<file path="src/rtl/la_cmd_pkg.sv">
// Shared definitions for the logic-analyzer command processor.
// Holds the command opcode and FSM state encodings, the register
// address map used by the host, and the fixed acknowledge bytes.
package la_cmd_pkg;

    typedef enum logic [1:0] {
        OP_READ  = 2'b00,
        OP_WRITE = 2'b01,
        OP_DUMP  = 2'b10,
        OP_NAK   = 2'b11
    } opcode_e;

    typedef enum logic [2:0] {
        ST_IDLE,
        ST_EXEC,
        ST_RD_WAIT,
        ST_TX,
        ST_WAIT_SENT
    } state_e;

    // Register addresses (cmd[13:8]); channel registers occupy 0x01..NUM_CH.
    localparam logic [5:0] A_TRIG_CFG   = 6'h00;
    localparam logic [5:0] A_DECIMATOR  = 6'h09;
    localparam logic [5:0] A_VIH        = 6'h0A;
    localparam logic [5:0] A_VIL        = 6'h0B;
    localparam logic [5:0] A_MATCH_H    = 6'h0C;
    localparam logic [5:0] A_MATCH_L    = 6'h0D;
    localparam logic [5:0] A_MASK_H     = 6'h0E;
    localparam logic [5:0] A_MASK_L     = 6'h0F;
    localparam logic [5:0] A_BAUD_H     = 6'h10;
    localparam logic [5:0] A_BAUD_L     = 6'h11;
    localparam logic [5:0] A_TRIG_POS_H = 6'h12;
    localparam logic [5:0] A_TRIG_POS_L = 6'h13;

    localparam logic [7:0] ACK = 8'hA5;
    localparam logic [7:0] NAK = 8'hEE;

    localparam logic [5:0]  TRIG_CFG_RST = 6'h03;
    localparam logic [4:0]  CH_CFG_RST   = 5'h01;
    localparam logic [7:0]  VIH_RST      = 8'hAA;
    localparam logic [7:0]  VIL_RST      = 8'h55;
    localparam logic [15:0] BAUD_RST     = 16'h06C8;

endpackage

</file>
<file path="src/rtl/la_cfg_regs.sv">
// Configuration register file for the logic-analyzer core.
// Ports:
//   clk, rst_n          clock, asynchronous active-low reset
//   wr_en, addr, wdata  one-cycle write strobe, register address, write byte
//   set_capture_done    pulse: set trig_cfg[5], clear trig_cfg[4]
//   rd_data, addr_ok    combinational read mux, high when addr is mapped
//   trig_cfg .. trig_pos register contents
// Channel c (1-based) occupies ch_trig_cfg[5c-1:5c-5].
module la_cfg_regs
    import la_cmd_pkg::*;
#(
    parameter int NUM_CH = 5,
    parameter int LOG2   = 9
) (
    input  logic                clk,
    input  logic                rst_n,
    input  logic                wr_en,
    input  logic [5:0]          addr,
    input  logic [7:0]          wdata,
    input  logic                set_capture_done,
    output logic [7:0]          rd_data,
    output logic                addr_ok,
    output logic [5:0]          trig_cfg,
    output logic [5*NUM_CH-1:0] ch_trig_cfg,
    output logic [3:0]          decimator,
    output logic [7:0]          vih,
    output logic [7:0]          vil,
    output logic [15:0]         match,
    output logic [15:0]         mask,
    output logic [15:0]         baud_cnt,
    output logic [LOG2-1:0]     trig_pos
);

    always_ff @(posedge clk or negedge rst_n) begin
        if (!rst_n) begin
            trig_cfg    <= TRIG_CFG_RST;
            ch_trig_cfg <= {NUM_CH{CH_CFG_RST}};
            decimator   <= 4'h0;
            vih         <= VIH_RST;
            vil         <= VIL_RST;
            match       <= 16'h0000;
            mask        <= 16'h0000;
            baud_cnt    <= BAUD_RST;
            trig_pos    <= LOG2'(1);
        end else begin
            // Capture-done is applied first so a same-cycle host write wins.
            if (set_capture_done) begin
                trig_cfg[5] <= 1'b1;
                trig_cfg[4] <= 1'b0;
            end
            if (wr_en) begin
                case (addr)
                    A_TRIG_CFG:   trig_cfg         <= wdata[5:0];
                    A_DECIMATOR:  decimator        <= wdata[3:0];
                    A_VIH:        vih              <= wdata;
                    A_VIL:        vil              <= wdata;
                    A_MATCH_H:    match[15:8]      <= wdata;
                    A_MATCH_L:    match[7:0]       <= wdata;
                    A_MASK_H:     mask[15:8]       <= wdata;
                    A_MASK_L:     mask[7:0]        <= wdata;
                    A_BAUD_H:     baud_cnt[15:8]   <= wdata;
                    A_BAUD_L:     baud_cnt[7:0]    <= wdata;
                    A_TRIG_POS_H: trig_pos[LOG2-1:8] <= wdata[LOG2-9:0];
                    A_TRIG_POS_L: trig_pos[7:0]    <= wdata;
                    default: ;
                endcase
                for (int c = 1; c <= NUM_CH; c++) begin
                    if (addr == 6'(c)) ch_trig_cfg[5*(c-1) +: 5] <= wdata[4:0];
                end
            end
        end
    end

    always_comb begin
        rd_data = 8'h00;
        addr_ok = 1'b1;
        case (addr)
            A_TRIG_CFG:   rd_data = {2'b00, trig_cfg};
            A_DECIMATOR:  rd_data = {4'h0, decimator};
            A_VIH:        rd_data = vih;
            A_VIL:        rd_data = vil;
            A_MATCH_H:    rd_data = match[15:8];
            A_MATCH_L:    rd_data = match[7:0];
            A_MASK_H:     rd_data = mask[15:8];
            A_MASK_L:     rd_data = mask[7:0];
            A_BAUD_H:     rd_data = baud_cnt[15:8];
            A_BAUD_L:     rd_data = baud_cnt[7:0];
            A_TRIG_POS_H: rd_data = 8'(trig_pos >> 8);
            A_TRIG_POS_L: rd_data = trig_pos[7:0];
            default:      addr_ok = 1'b0;
        endcase
        // Channel registers: only 1..NUM_CH are mapped, the rest stay NAK.
        for (int c = 1; c <= NUM_CH; c++) begin
            if (addr == 6'(c)) begin
                rd_data = {3'b000, ch_trig_cfg[5*(c-1) +: 5]};
                addr_ok = 1'b1;
            end
        end
    end

endmodule

</file>
<file path="src/rtl/la_cmd_ctrl.sv">
// Host command processor for the logic-analyzer core.
// Decodes 16-bit commands (read / write / dump / NAK), answers each with
// one or more UART bytes, and streams RAM queue contents on dump.
// Ports:
//   cmd, cmd_rdy, clr_cmd_rdy   command in, held until the retire pulse
//   resp, send_resp, resp_sent  response byte and UART handshake
//   set_capture_done            capture unit status pulse
//   waddr, raddr, rdata         RAM queues (1-cycle read latency)
//   TrigCfg .. trig_pos         configuration register outputs
// Handshake: send_resp is a one-cycle pulse with resp already stable; the
// FSM then waits for a resp_sent pulse before doing anything else. resp_sent
// seen in any other state is ignored. clr_cmd_rdy pulses once per command,
// after its last resp_sent.
module la_cmd_ctrl
    import la_cmd_pkg::*;
#(
    parameter int NUM_CH  = 5,
    parameter int ENTRIES = 384,
    parameter int LOG2    = 9
) (
    input  logic                clk,
    input  logic                rst_n,
    input  logic [15:0]         cmd,
    input  logic                cmd_rdy,
    output logic                clr_cmd_rdy,
    output logic [7:0]          resp,
    output logic                send_resp,
    input  logic                resp_sent,
    input  logic                set_capture_done,
    input  logic [LOG2-1:0]     waddr,
    output logic [LOG2-1:0]     raddr,
    input  logic [8*NUM_CH-1:0] rdata,
    output logic [5:0]          TrigCfg,
    output logic [5*NUM_CH-1:0] CHTrigCfg,
    output logic [3:0]          decimator,
    output logic [7:0]          VIH,
    output logic [7:0]          VIL,
    output logic [15:0]         match,
    output logic [15:0]         mask,
    output logic [15:0]         baud_cnt,
    output logic [LOG2-1:0]     trig_pos
);

    localparam logic [LOG2-1:0] LAST_ADDR = LOG2'(ENTRIES - 1);

    state_e          state, state_nxt;
    opcode_e         opcode;
    logic            all_ch;
    logic [2:0]      cmd_ch;
    logic            dump_ok;
    logic [7:0]      rd_data;
    logic            addr_ok;
    logic [7:0]      exec_byte;
    logic [7:0]      tx_byte;
    logic [2:0]      sel_ch;
    logic [LOG2-1:0] addr_cnt;
    logic [2:0]      ch_cnt;
    logic            wr_pend;
    logic            exec_resp, dump_start, tx_fire, step_ch, step_addr, retire;

    assign opcode  = opcode_e'(cmd[15:14]);
    assign all_ch  = cmd[11];
    assign cmd_ch  = cmd[10:8];
    assign dump_ok = (opcode == OP_DUMP) &&
                     (all_ch || (cmd_ch != 3'd0 && 32'(cmd_ch) <= NUM_CH));
    assign sel_ch  = all_ch ? ch_cnt : cmd_ch;

    // Writes land one cycle after the response is launched; cmd is still
    // held at that point because retirement needs resp_sent first.
    la_cfg_regs #(.NUM_CH(NUM_CH), .LOG2(LOG2)) u_regs (
        .clk              (clk),
        .rst_n            (rst_n),
        .wr_en            (wr_pend),
        .addr             (cmd[13:8]),
        .wdata            (cmd[7:0]),
        .set_capture_done (set_capture_done),
        .rd_data          (rd_data),
        .addr_ok          (addr_ok),
        .trig_cfg         (TrigCfg),
        .ch_trig_cfg      (CHTrigCfg),
        .decimator        (decimator),
        .vih              (VIH),
        .vil              (VIL),
        .match            (match),
        .mask             (mask),
        .baud_cnt         (baud_cnt),
        .trig_pos         (trig_pos)
    );

    always_comb begin
        exec_byte = NAK;
        case (opcode)
            OP_READ:  if (addr_ok) exec_byte = rd_data;
            OP_WRITE: if (addr_ok) exec_byte = ACK;
            default: ;
        endcase
    end

    always_comb begin
        tx_byte = 8'h00;
        for (int c = 0; c < NUM_CH; c++) begin
            if (sel_ch == 3'(c + 1)) tx_byte = rdata[8*c +: 8];
        end
    end

    always_ff @(posedge clk or negedge rst_n) begin
        if (!rst_n) state <= ST_IDLE;
        else        state <= state_nxt;
    end

    always_comb begin
        state_nxt  = state;
        exec_resp  = 1'b0;
        dump_start = 1'b0;
        tx_fire    = 1'b0;
        step_ch    = 1'b0;
        step_addr  = 1'b0;
        retire     = 1'b0;
        case (state)
            // clr_cmd_rdy is registered, so cmd_rdy is still high in the cycle
            // it pulses; ignore it then or the retired command would rerun.
            ST_IDLE: if (cmd_rdy && !clr_cmd_rdy) state_nxt = ST_EXEC;
            ST_EXEC: begin
                if (dump_ok) begin
                    dump_start = 1'b1;
                    state_nxt  = ST_RD_WAIT;
                end else begin
                    exec_resp = 1'b1;
                    state_nxt = ST_WAIT_SENT;
                end
            end
            ST_RD_WAIT: state_nxt = ST_TX;
            ST_TX: begin
                tx_fire   = 1'b1;
                state_nxt = ST_WAIT_SENT;
            end
            ST_WAIT_SENT: begin
                if (resp_sent) begin
                    if (!dump_ok) begin
                        retire    = 1'b1;
                        state_nxt = ST_IDLE;
                    end else if (all_ch && ch_cnt != 3'(NUM_CH)) begin
                        step_ch   = 1'b1;
                        state_nxt = ST_TX;
                    end else if (addr_cnt != LAST_ADDR) begin
                        step_addr = 1'b1;
                        state_nxt = ST_RD_WAIT;
                    end else begin
                        retire    = 1'b1;
                        state_nxt = ST_IDLE;
                    end
                end
            end
            default: state_nxt = ST_IDLE;
        endcase
    end

    always_ff @(posedge clk or negedge rst_n) begin
        if (!rst_n) begin
            resp        <= 8'h00;
            send_resp   <= 1'b0;
            clr_cmd_rdy <= 1'b0;
            raddr       <= '0;
            addr_cnt    <= '0;
            ch_cnt      <= 3'd0;
            wr_pend     <= 1'b0;
        end else begin
            send_resp   <= exec_resp | tx_fire;
            clr_cmd_rdy <= retire;
            wr_pend     <= exec_resp && (opcode == OP_WRITE) && addr_ok;
            if (exec_resp)    resp <= exec_byte;
            else if (tx_fire) resp <= tx_byte;
            if (dump_start) begin
                raddr    <= waddr;
                addr_cnt <= '0;
                ch_cnt   <= 3'd1;
            end else if (step_addr) begin
                raddr    <= (raddr == LAST_ADDR) ? '0 : raddr + 1'b1;
                addr_cnt <= addr_cnt + 1'b1;
                ch_cnt   <= 3'd1;
            end else if (step_ch) begin
                ch_cnt   <= ch_cnt + 1'b1;
            end
        end
    end

endmodule

</file>
<file path="config.mk">
export PLATFORM = sky130hd
export DESIGN_NAME = la_cmd_ctrl
export DESIGN_NICKNAME = d
export VERILOG_FILES = /design/src/rtl/la_cmd_pkg.sv /design/src/rtl/la_cfg_regs.sv /design/src/rtl/la_cmd_ctrl.sv
export SDC_FILE = /design/constraint.sdc
export NUM_CORES = 1
export LEC_CHECK = 0
export ABC_CLOCK_PERIOD_IN_PS = 4500
export CAP_MARGIN = 10
export CORE_MARGIN = 2
export CORE_UTILIZATION = 50
export DETAILED_ROUTE_END_ITERATION = 7
export PLACE_DENSITY = 0.82
export SLEW_MARGIN = 20
export SYNTH_ARGS = -nofsm -noshare
export SYNTH_HDL_FRONTEND = slang
export SYNTH_HIERARCHICAL = 1
export SYNTH_SLANG_ARGS = --single-unit
</file>
<file path="constraint.sdc">
create_clock -name clk -period 4.5 [get_ports clk]
set_input_delay 0.675 -clock clk [delete_from_list [all_inputs] [get_ports clk]]
set_output_delay 0.675 -clock clk [all_outputs]
set_load 0.01 [all_outputs]
</file>
=== After elaboration in Yosys (flattened, before gate mapping) ===
Index checks and enable logic that the tools add are counted.

* $add $sub $neg: 3
* Order comparisons: 1
* Equality and inequality tests: 32
* Muxes and demuxes: 60
* Bitwise operators: 1
* Reductions and logical operators: 34

{| class="wikitable"
|+ Operator list
! kind !! number
|-
| $mux 8 || 13
|-
| $pmux 8 s12 || 1
|-
| $mux 9 || 5
|-
| $eq 6x4->1 const B || 7
|-
| $reduce_and 2->1 || 18
|-
| $mux 1 || 25
|-
| $eq 6x5->1 const B || 4
|-
| $mux 3 || 7
|-
| $add 9x1->9 const B || 2
|-
| $pmux 8 s2 || 1
|-
| $pmux 3 s5 || 1
|-
| $eq 3x2->1 const B || 4
|-
| $eq 6x2->1 const B || 2
|-
| $eq 6x3->1 const B || 2
|-
| $mux 6 || 2
|-
| $reduce_or 12->1 || 1
|-
| $eq 3x3->1 const B || 3
|-
| $eq 9x9->1 const B || 1
|-
| $ne 9x9->1 const B || 1
|-
| $mux 2 || 4
|-
| $mux 7 || 1
|-
| $eq 3x1->1 const B || 2
|-
| $eq 6x1->1 const B || 1
|-
| $logic_and 1x1->1 || 6
|-
| 14 further kinds || 17
|}

* Register bits: 143
* Input port bits: 70
* Output and inout bits: 127
* Word-level logic and storage cells: 157

=== Depth between registers and ports, before layout ===
* Depth after elaboration: 11
* Gate-level depth with buffers: 10
* Depth with buffers taken out: 8

=== By module ===
Netlist, hierarchy kept.

{| class="wikitable"
|+ By module, submodules not included
! module !! instances !! cells an instance !! area an instance (um^2) !! seq. area each (um^2)
|-
| la_cfg_regs || 1 || 399 || 5190.0 || 2728.9
|-
| la_cmd_ctrl || 1 || 268 || 2347.3 || 875.8
|}

=== Least setup slack after synthesis ===
OpenSTA, ideal clock, no wires.

* Path type: input to register
* Start: input cmd[13]
* End: register resp[1]
* Setup time: 96 ps
* Arrival: 2437 ps
* Required time: 4404 ps
* Path slack: 1967 ps
* Stages on the path: 10
* Buffers on the path: 2
* Cell sequence: buf_6 or4b_1 clkbuf_1 o21ai_0 a311oi_1 a31o_2 o211ai_1 a21o_1 o21ai_0 nor4_2

* Elaborated cells between the ends (all ways): 34
* Classes of those cells: eq/ne (16); mux (16); reduce/logical (2)

{| class="wikitable"
|+ RTL lines
! item !! line !! RTL
|-
| start: declaration || la_cmd_ctrl.sv:23 || <nowiki>input logic [15:0] cmd,</nowiki>
|-
| $eq 6x5->1 (tied with other cells) || la_cfg_regs.sv:77 || <nowiki>case (addr)</nowiki>
|-
| $pmux 8 s12 || la_cfg_regs.sv:77 ||
|-
| $mux 8 (4 in a row) || la_cfg_regs.sv:94 || <nowiki>if (addr == 6'(c)) begin</nowiki>
|-
| $mux 8 * || la_cfg_regs.sv:94 ||
|-
| named net rd_data[1] || la_cmd_ctrl.sv:51 || <nowiki>logic [7:0] rd_data;</nowiki>
|-
| $mux 8 * || la_cmd_ctrl.sv:93 || <nowiki>OP_READ: if (addr_ok) exec_byte = rd_data;</nowiki>
|-
| $pmux 8 s2 * || la_cmd_ctrl.sv:92 || <nowiki>case (opcode)</nowiki>
|-
| $mux 8 * || la_cmd_ctrl.sv:171 || <nowiki>if (exec_resp) resp <= exec_byte;</nowiki>
|-
| end signal: assignment || la_cmd_ctrl.sv:171 ||
|-
| end signal: assignment || la_cmd_ctrl.sv:172 || <nowiki>else if (tx_fire) resp <= tx_byte;</nowiki>
|-
| end: declaration || la_cmd_ctrl.sv:26 || <nowiki>output logic [7:0] resp,</nowiki>
|}

The timed path passes the listed nets; every way through them passes the cells marked *.
A chain may end at the register's enable or synchronous reset.

=== Worst setup path in the final report ===
* Start: input cmd[11]
* End: register raddr[8]

* Longest elaborated chain between the ends: 6
* Elaborated cells between the ends (all ways): 11
* Classes of those cells: mux (7); reduce/logical (4)

{| class="wikitable"
|+ RTL lines
! item !! line !! RTL
|-
| $logic_and 1x1->1 / $logic_or 1x1->1 (equally long branches) || la_cmd_ctrl.sv:142, la_cmd_ctrl.sv:65 ||
|-
| $mux 1 / $logic_and 1x1->1 (equally long branches) || la_cmd_ctrl.sv:142, la_cmd_ctrl.sv:64 ||
|-
| $mux 1 || la_cmd_ctrl.sv:139 || <nowiki>if (!dump_ok) begin</nowiki>
|-
| $mux 1 || la_cmd_ctrl.sv:138 || <nowiki>if (resp_sent) begin</nowiki>
|-
| $mux 1 || la_cmd_ctrl.sv:119 || <nowiki>case (state)</nowiki>
|-
| $reduce_bool 2->1 (no line) || - ||
|-
| end signal: assignment || la_cmd_ctrl.sv:174 || <nowiki>raddr <= waddr;</nowiki>
|-
| end signal: assignment || la_cmd_ctrl.sv:178 || <nowiki>raddr <= (raddr == LAST_ADDR) ? '0 : raddr + 1'b1;</nowiki>
|-
| end: declaration || la_cmd_ctrl.sv:31 || <nowiki>output logic [LOG2-1:0] raddr,</nowiki>
|}

Parallel ways exist; a longest one is shown, timed or not.

==> impl_summary.txt <==
----------------------------------------------------
[Die]
  Placeable core region ... about 15000 sq um
  Die Area ... approximately 16000 sq um
  Initial core utilization ... roughly half
  Die Y ... roughly 130 um
  I/O Pins ... 197
  Cell row count ... 44
  Horizontal extent of the die ... between 100 and 150 um

[CTS]
  Number of setup buffers added after CTS ... 0
  Number of buffers created by CTS ... 17
  CTS Buffer Depth ... 2
  H-tree levels ... 4
  Number of hold buffers added after CTS ... 0
  Clock Sinks ... between 100 and 150
  Clock Pin Slew Worst Setup and Hold Paths ... about 60 ps
  Clock tree from TritonCTS ... done
  Root Driver ... sky130_fd_sc_hd__clkbuf_16
  Post-CTS sizing ... 0
  Worst-skew pair later-pin latency ... about 440 ps

[Worst setup path]
  Cell with the biggest individual delay on the critical path ... sky130_fd_sc_hd__nor3_2
  Buffering stage count on the worst path with inverters included ... 2
  Slowest Stage Delay on Critical Path ... 890 ps
  Critical path data arrival time ... 3570 ps
  List of cells traversed by the critical path ... clkdlybuf4s50_1, buf_4, o211ai_2, nor3_2, mux2i_1, a221o_1
  Family with the most delay on the worst path ... buffers and inverters
  Type of the worst setup path ... in2reg
  Endpoint type of the worst setup path ... register
  CP required ... a little under 5000 ps
  Startpoint kind of the worst setup timing path ... input port
  Max FO, Critical Path ... 18

[Finish]
  Layout net count ... 930
  Most frequent standard cell in the layout excluding fill and tap cells ... sky130_fd_sc_hd__clkdlybuf4s50_1
  Top library cells by usage in the layout, fill and taps aside ... sky130_fd_sc_hd__clkdlybuf4s50_1 (194), sky130_fd_sc_hd__dfrtp_1 (122), sky130_fd_sc_hd__mux2_2 (106)
  Area growth syn-to-layout ... 35.6%
  Count of inserted antenna diode cells ... 0
  Proportion of layout cells with a drive suffix above 1 ... between 20% and 30%
  Finished Core Util ... ~70%
  Count of non-filler cells in the finished layout ... between 1000 and 1500

[Logic synthesis]
  Compound-gate portion of the synthesized area ... 12.3%
  Top_reg_cell synth ... sky130_fd_sc_hd__dfrtp_1
  Number of enable flip-flop cells after synthesis ... 0
  Portion of netlist area occupied by mux cells ... 20.1%
  Post-synthesis net count ... 741
  Post-synthesis instance area ... 7540 sq um
  Combinational family with the most area after synthesis ... multiplexers
  Count of state elements after synthesis ... around 140
  Yosys synthesis warning count ... 6
  Post-synthesis simple-gate area fraction ... approximately 14%
  Syn Inst Count ... about 670
  Mean instance size in the synthesized netlist ... 11.3 sq um
  Register area share after synthesis ... a little under half
  Area share of xor/xnor cells in the synthesized design ... under 10%
  Number of unique standard cell types used by synthesis ... 81
  Share of async-settable or async-resettable flops after synthesis ... 100%
  Post-synthesis share of cell area spent on full adders, half adders and majority gates ... 0.664%

[Timing]
  Max-slew headroom at the worst pin ... ~30%
  Final total negative setup slack ... 0 ps
  Total setup violations reported at the end of the flow ... 0
  Measured slew at the worst slew-check pin ... between 1000 and 1500 ps
  Time the worst path needs with I/O delays and setup ... roughly 3300 ps
  Final period utilization ... between 70% and 80%
  RSZ-0062 raised after global routing ... false
  Final hold viol count ... 0
  Smallest hold slack ... roughly 350 ps
  Number of max-slew violations in the final report ... 0
  Timing-limited maximum frequency ... 306 MHz
  Worst clock skew ... between 20 and 25 ps

[Flow run]
  Max capacitance violation total ... 0

[Global routing]
  Initial antenna violation count ... 0
  Pin count of the biggest net entering global routing ... ~110
  Global-route usage over all layers ... a little over 30%
  Number of global-route vias before repair ... between 6000 and 7000
  Global-route congestion overflow total ... 0
  Wire length of the first global-routing pass ... between 30000 and 40000 um

[Drt]
  Antenna Violating Nets Remaining ... 0
  Via/cell ratio ... roughly 6.3
  Post-detailed-route wirelength per cell ... 23.1 um
  Router iterations before antenna repair ... 6
  Residual DRC ... 0
  First DRT Iteration DRCs ... between 700 and 800
  Total number of vias ... 6645
  Total wire length ... 24300 um

[Power]
  Worst VDD drop ... around 0.25 mV
  Standby leakage power ... 4.29 nW
  Power density normalized to cell area ... about 370 nW/um^2

[Placed design]
  RD Place Congestion ... about 0.95
  Number of buffers added on ports ... 196
  Placed cell count ... between 1000 and 1500
  Half-perimeter wire length after detailed placement ... 17400 um

[Min path]
  Min-delay worst type ... in2async

[Status]
  Result of the run ... complete, no violations

----------------------------------------------------
==> path summary, 6_finish.rpt <==
check | end | slack [ps] | startpoint | cells past startpoint
max | raddr[8] | 1240 | cmd[11] | 6
max reg2reg | raddr[8] | 2230 | ch_cnt[0] | 7
min in group clk | u_regs/baud_cnt[12] | 530 | u_regs/baud_cnt[12] | 2
min | u_regs/baud_cnt[1] | 350 | rst_n | 1
max in group asynchronous | u_regs/ch_trig_cfg[5] | 3070 | rst_n | 2
min reg2reg | u_regs/baud_cnt[12] | 530 | u_regs/baud_cnt[12] | 2
==> cell families (layout without fill, tap and decap cells) <==
logic type,count (synthesis),in the layout
fa+ha+maj,4,4
flops,143,143
mux,126,126
simple gates,194,194
compound gates,131,131
buf+inv,57,259
xor+xnor,12,12
==> sequential cells by signal, summed over array words and instances (netlist names), 9 cells and up <==
name                count
u_regs/match           16
u_regs/ch_trig_cfg     25
addr_cnt                9
u_regs/baud_cnt        16
raddr                   9
u_regs/trig_pos         9
u_regs/mask            16
==> per-layer routing <==
layer  wire length (um)  GRT usage [%]  vias to the layer above  part of all wire [%]
li1                   -              -                     2871                     -
met1              10300           41.9                     3305                    42
met2              11300           47.8                      413                    46
met3               2120           7.34                       56                   8.7
met4                633           11.0                        0                   2.6
met5                  0              0                        -                     0
==> synth_stat cells, types with 8 or more instances <==
cell type | count | area share (%)
sky130_fd_sc_hd__nand3_1 | 13 | 0.86
sky130_fd_sc_hd__o21ai_0 | 33 | 2.2
sky130_fd_sc_hd__nand2_1 | 50 | 2.5
sky130_fd_sc_hd__dfstp_2 | 21 | 7.3
sky130_fd_sc_hd__mux2i_1 | 8 | 1.1
sky130_fd_sc_hd__clkbuf_1 | 10 | 0.50
sky130_fd_sc_hd__xnor2_1 | 11 | 1.3
sky130_fd_sc_hd__mux2_2 | 106 | 16
sky130_fd_sc_hd__dfrtp_1 | 122 | 41
sky130_fd_sc_hd__nor3_1 | 13 | 0.86
sky130_fd_sc_hd__nor2_1 | 43 | 2.1
sky130_fd_sc_hd__o22ai_1 | 9 | 0.75
sky130_fd_sc_hd__inv_1 | 21 | 1.0
sky130_fd_sc_hd__a21oi_1 | 12 | 0.80
sky130_fd_sc_hd__mux4_2 | 8 | 2.4
sky130_fd_sc_hd__buf_2 | 18 | 1.2
==> report_power, final <==
part	switching [W]	internal (W)
sequential	0.000141	0.00140
combinational	0.000372	0.000386
clock	0.000553	0.000889
==> area by class of cell <==
| cell class | count | area (sq um) |
|---|---|---|
| Fill cell | 1063 | 4420 |
| Multi-Input combinational cell | 467 | 3670 |
| Sequential cell | 143 | 3600 |
| Timing Repair Buffer | 205 | 2030 |
| Clock buffer | 20 | 447 |
| Tap cell | 184 | 230 |
| Clock inverter | 12 | 158 |
| Inverter | 22 | 82.6 |
==> through the flow <==
step                instance area (sq um)  setup WS (ps)  power (W)
finish                              10200           1240    0.00375
global route                        10200           1010    0.00390
CTS                                 10200           1310    0.00375
detailed placement                   9620            857    0.00231
global placement                     9620            987    0.00228
floorplan                            7540           1970    0.00192
No activity file was read; power rests on OpenSTA's default activity.
